==> config.mk <==
export PLATFORM = sky130hd
export DESIGN_NAME = sad_search_controller
export DESIGN_NICKNAME = d
export VERILOG_FILES = /design/src/rtl/sad_search_controller.sv
export SDC_FILE = /design/constraint.sdc
export NUM_CORES = 1
export LEC_CHECK = 0
export CORE_MARGIN = 3
export CORE_UTILIZATION = 52
export DETAILED_ROUTE_END_ITERATION = 6
export PLACE_DENSITY = 0.93
export SETUP_SLACK_MARGIN = 0.02
export SYNTH_ARGS = -nofsm -noshare
export SYNTH_HDL_FRONTEND = slang
export SYNTH_SLANG_ARGS = --single-unit
==> constraint.sdc <==
create_clock -name Clk -period 4.8 [get_ports Clk]
set_input_delay 0.96 -clock Clk [delete_from_list [all_inputs] [get_ports Clk]]
set_output_delay 0.96 -clock Clk [all_outputs]
set_load 0.1 [all_outputs]
==> src/rtl/sad_search_controller.sv <==
// Block-matching search sequencer: issues one SAD job per (row, column) candidate
// and keeps the smallest SAD and its position (later candidates win ties).
`timescale 1ns/1ps
module sad_search_controller #(
  parameter int SEARCH_ROWS = 49,
  parameter int SEARCH_COLS = 49
) (
  input  logic        Clk,
  input  logic        Rst,
  input  logic        Start,
  output logic        Busy,
  output logic        Done,
  output logic        SADStart,
  output logic [7:0]  CandRow,
  output logic [7:0]  CandColumn,
  input  logic        SADValid,
  input  logic [31:0] SADIn,
  output logic [31:0] MinSADOut,
  output logic [7:0]  MinSADRowOut,
  output logic [7:0]  MinSADColumnOut,
  output logic        ResultValid
);

  localparam logic [7:0] LAST_ROW = 8'(SEARCH_ROWS - 1);
  localparam logic [7:0] LAST_COL = 8'(SEARCH_COLS - 1);

  typedef enum logic [1:0] {IDLE, ISSUE, WAIT, DONE} state_t;

  state_t state, state_d;
  logic   accept;
  logic   take;
  logic   last_cand;

  assign last_cand = (CandRow == LAST_ROW) && (CandColumn == LAST_COL);

  always_ff @(posedge Clk) begin
    if (Rst) state <= IDLE;
    else     state <= state_d;
  end

  always_comb begin
    state_d  = state;
    Busy     = 1'b0;
    Done     = 1'b0;
    SADStart = 1'b0;
    accept   = 1'b0;
    take     = 1'b0;
    case (state)
      IDLE: begin
        if (Start) begin
          accept  = 1'b1;
          state_d = ISSUE;
        end
      end
      ISSUE: begin
        Busy     = 1'b1;
        SADStart = 1'b1;
        state_d  = WAIT;
      end
      WAIT: begin
        Busy = 1'b1;
        if (SADValid) begin
          take    = 1'b1;
          state_d = last_cand ? DONE : ISSUE;
        end
      end
      DONE: begin
        Done = 1'b1;
        if (Start) begin
          accept  = 1'b1;
          state_d = ISSUE;
        end else begin
          state_d = IDLE;
        end
      end
      default: state_d = IDLE;
    endcase
  end

  // ResultValid rises together with Done so the result is usable in the Done cycle.
  always_ff @(posedge Clk) begin
    if (Rst || accept) begin
      CandRow         <= '0;
      CandColumn      <= '0;
      MinSADOut       <= '1;
      MinSADRowOut    <= '0;
      MinSADColumnOut <= '0;
      ResultValid     <= 1'b0;
    end else if (take) begin
      if (SADIn <= MinSADOut) begin
        MinSADOut       <= SADIn;
        MinSADRowOut    <= CandRow;
        MinSADColumnOut <= CandColumn;
      end
      if (last_cand) begin
        ResultValid <= 1'b1;
      end else if (CandColumn == LAST_COL) begin
        CandColumn <= '0;
        CandRow    <= CandRow + 8'd1;
      end else begin
        CandColumn <= CandColumn + 8'd1;
      end
    end
  end

endmodule
==> results.cfg <==
[power]
total_power_w = 0.00150
pwr-share-seq_pct = 39.2
p_leak_nw = 2.53
power_density_nw_per_um2 = 302
p_int_w = 0.000955
p_sw_w = 0.000548
vdd_drop_max_uv = 459
p_clk_share_pct = 30.0
p_sw_share_pct = 36.5
comb_power_share_pct = 30.9

[worst_setup_path]
crit_path_start_kind = input port
slowest_stage = a31o_4
cp_cell_sequence = clkdlybuf4s50_1 > ha_1 > nand4_1 > nor4_2 > a21boi_1 > a211o_1 > a31o_4 > mux2i_1
worstPathMaxFanout = 48
crit_arrival_ns = 3.66
worst-setup-path-type = in -> reg
worst_setup_path_end_kind = register
required_ns = 5.05
cpPeakStageDelay_ns = 0.76

[timing]
period_minus_slack_ns = 3.41
skew_ns = 0.00527
setup_viol = 0
worst_pin_slew_ns = 1.03
relSlewSlack_pct = 31.5
hold_ws_ns = 0.472
clock.fmax_ghz = 0.294
hold_viol = 0
rsz0062_at_grt = false
period_share_pct = 71.0
slew_viol_final = 0
tns_ns = 0

[floorplanning]
core_um2 = 6870
ios = 104
die_x_um = 90.6
rows = 30
dieHeight_um = 90.6
fp.dieArea_um2 = 8210
initial_core_util_pct = 54.2

[placement]
gp_congestion = 0.879
io_buffers = 103
place_hpwl_um = 6820
dpl_cell_area_um2 = 4780

[worst_hold_path]
worstHoldPathType = reg -> reg

[synth]
syn_area_um2 = 3720
ys_ff_latch = 67
ys_warn_count = 0
syn_avg_cell_area_um2 = 8.52
synth_top_area_share_pct = 36.0
seq_area_frac_synth_pct = 36.0
yosysTopAreaCell = dfxtp_1
synth_cell_types = 42
synth.most_common_cell = nor2_1
synthArstFlopShare_pct = 0
yosys_most_used_dff = dfxtp_1
synthCells = 437
synth_common_cells = 87 x nor2_1, 67 x dfxtp_1, 50 x mux2i_1, 45 x nand2_1, 42 x inv_1
synth_edf_count = 0
synth_fp_nets = 514
synthTopCellsByArea = dfxtp_1 36%, ha_1 14%, mux2i_1 13%

[cts]
clkSinkCount = 67
cts.root.buffer_cell = clkbuf_8
cts_tree = built
htree_levels = 3
post_cts_buffers = 0
clockBufferDepth = 2
cts_buffers = 9
cts-hold-fix-buffers = 0
cts_resized = 0
cts.clk_slew.worst_paths_ns = 0.07
clkLatencyLatePin_ns = 0.34

[finish]
design_area_um2 = 4970
final_nets = 613
drive_gt1_share_pct = 4.25
syn2layout_area_growth_pct = 33.5
antennaDiodeCount = 0

[route]
viasPerCell = 5.26
ant_nets = 0
num_vias = 3350
firstDrtPassIters = 4
first_iter_violations = 111
wl_per_cell_um = 14.7
postRouteWirelength_um = 9350
drc = 0

[flow_run]
maxCapViolCount = 0

[global_route]
overflow = 0
antenna_found_initial = 0
grt_pass1_vias = 3433
gr-usage-met3_pct = 6.42
grt_max_degree = 59
busiest_layer = met2
grt_pass1_wl_um = 15600
grt_use_met1_pct = 26.7
gr-usage-met2_pct = 39.9
grt.total_usage_pct = 23.0

[outcome]
status = complete, no violations
## cells by family (layout without fill, tap and decap cells)
| kind of cell | after synthesis | in the layout | share of synthesized area [%] |
|---|---|---|---|
| flip-flops | 67 | 67 | 36.0 |
| adder cells (fa/ha/maj) | 41 | 41 | 13.8 |
| multiplexers | 50 | 50 | 13.4 |
| AND/OR/NAND/NOR | 169 | 169 | 20.1 |
| AO/OA/AOI/OAI | 38 | 38 | 6.11 |
| XOR/XNOR | 13 | 13 | 3.06 |
| buffers and inverters | 59 | 163 | 7.52 |
## layout make-up
| class | count | area, µm² |
|---|---|---|
| clock buffer | 15 | 186 |
| clock inverter | 1 | 5.00 |
| fill | 505 | 1900 |
| inverter | 42 | 158 |
| multi-input combinational | 311 | 2120 |
| sequential | 67 | 1340 |
| tap | 96 | 120 |
| timing repair buffer | 105 | 1050 |
## critical path: cells and delay by family
kind                     cells  cell delay, ns
AND/OR/NAND/NOR              2            0.50
adder cells (fa/ha/maj)      1            0.33
buffers and inverters        1            0.44
AO/OA/AOI/OAI                3            1.10
multiplexers                 1            0.32
## stage by stage
| stage | setup slack [ns] | instances | util, % |
|---|---|---|---|
| after floorplan | 1.94 | 437 | - |
| after global placement | 1.27 | 621 | 69.6 |
| after detailed placement | 1.12 | 621 | 69.6 |
| after CTS | 1.45 | 637 | 72.4 |
| after global routing | 1.29 | 637 | 72.4 |
| final | 1.39 | 637 | 72.4 |
## state kept, by name, summed over array words and instances, names as in the netlist
name             flops
MinSADColumnOut      8
state                2
MinSADRowOut         8
MinSADOut           32
CandColumn           8
CandRow              8
ResultValid          1
## placed cells by master, fill, tap and decap left out, drive strengths merged, types with 2 or more instances in the layout
cell,instances
and2,2
and3,4
a21boi,2
clkdlybuf4s50,103
clkbuf,15
nand2,45
nand4,14
inv,42
mux2i,50
ha,41
nor2,87
xor2,9
nor4,4
dfxtp,67
buf,2
nand2b,2
a21oi,20
nand3,2
nor3,4
a22oi,2
o21ai,5
xnor2,4
## per-layer routing
metal / vias up / share of wire, %
met5: - / 0
met4: 0 / 1.3
met3: 13 / 6.3
met2: 102 / 50
li1: 1661 / -
met1: 1574 / 42
## power by group through the flow
stage          sequential [W]  clock (W)  combinational [W]
6_report             0.000589   0.000450           0.000464
4_1_cts              0.000589   0.000458           0.000465
3_3_place_gp         0.000600          0           0.000449
5_1_grt              0.000590   0.000485           0.000501
2_1_floorplan        0.000674          0           0.000286
3_5_place_dp         0.000601          0           0.000462
## final timing paths
kind	slack, ns	cells past startpoint	startpoint	end
worst min register to register	0.47	2	MinSADRowOut[1]	MinSADRowOut[1]
worst max-delay path	1.39	8	SADIn[11]	MinSADOut[13]
worst min-delay path	0.47	2	MinSADRowOut[1]	MinSADRowOut[1]
worst max register to register	2.04	8	MinSADOut[13]	MinSADOut[13]
Power figures use the tool's default switching activity.
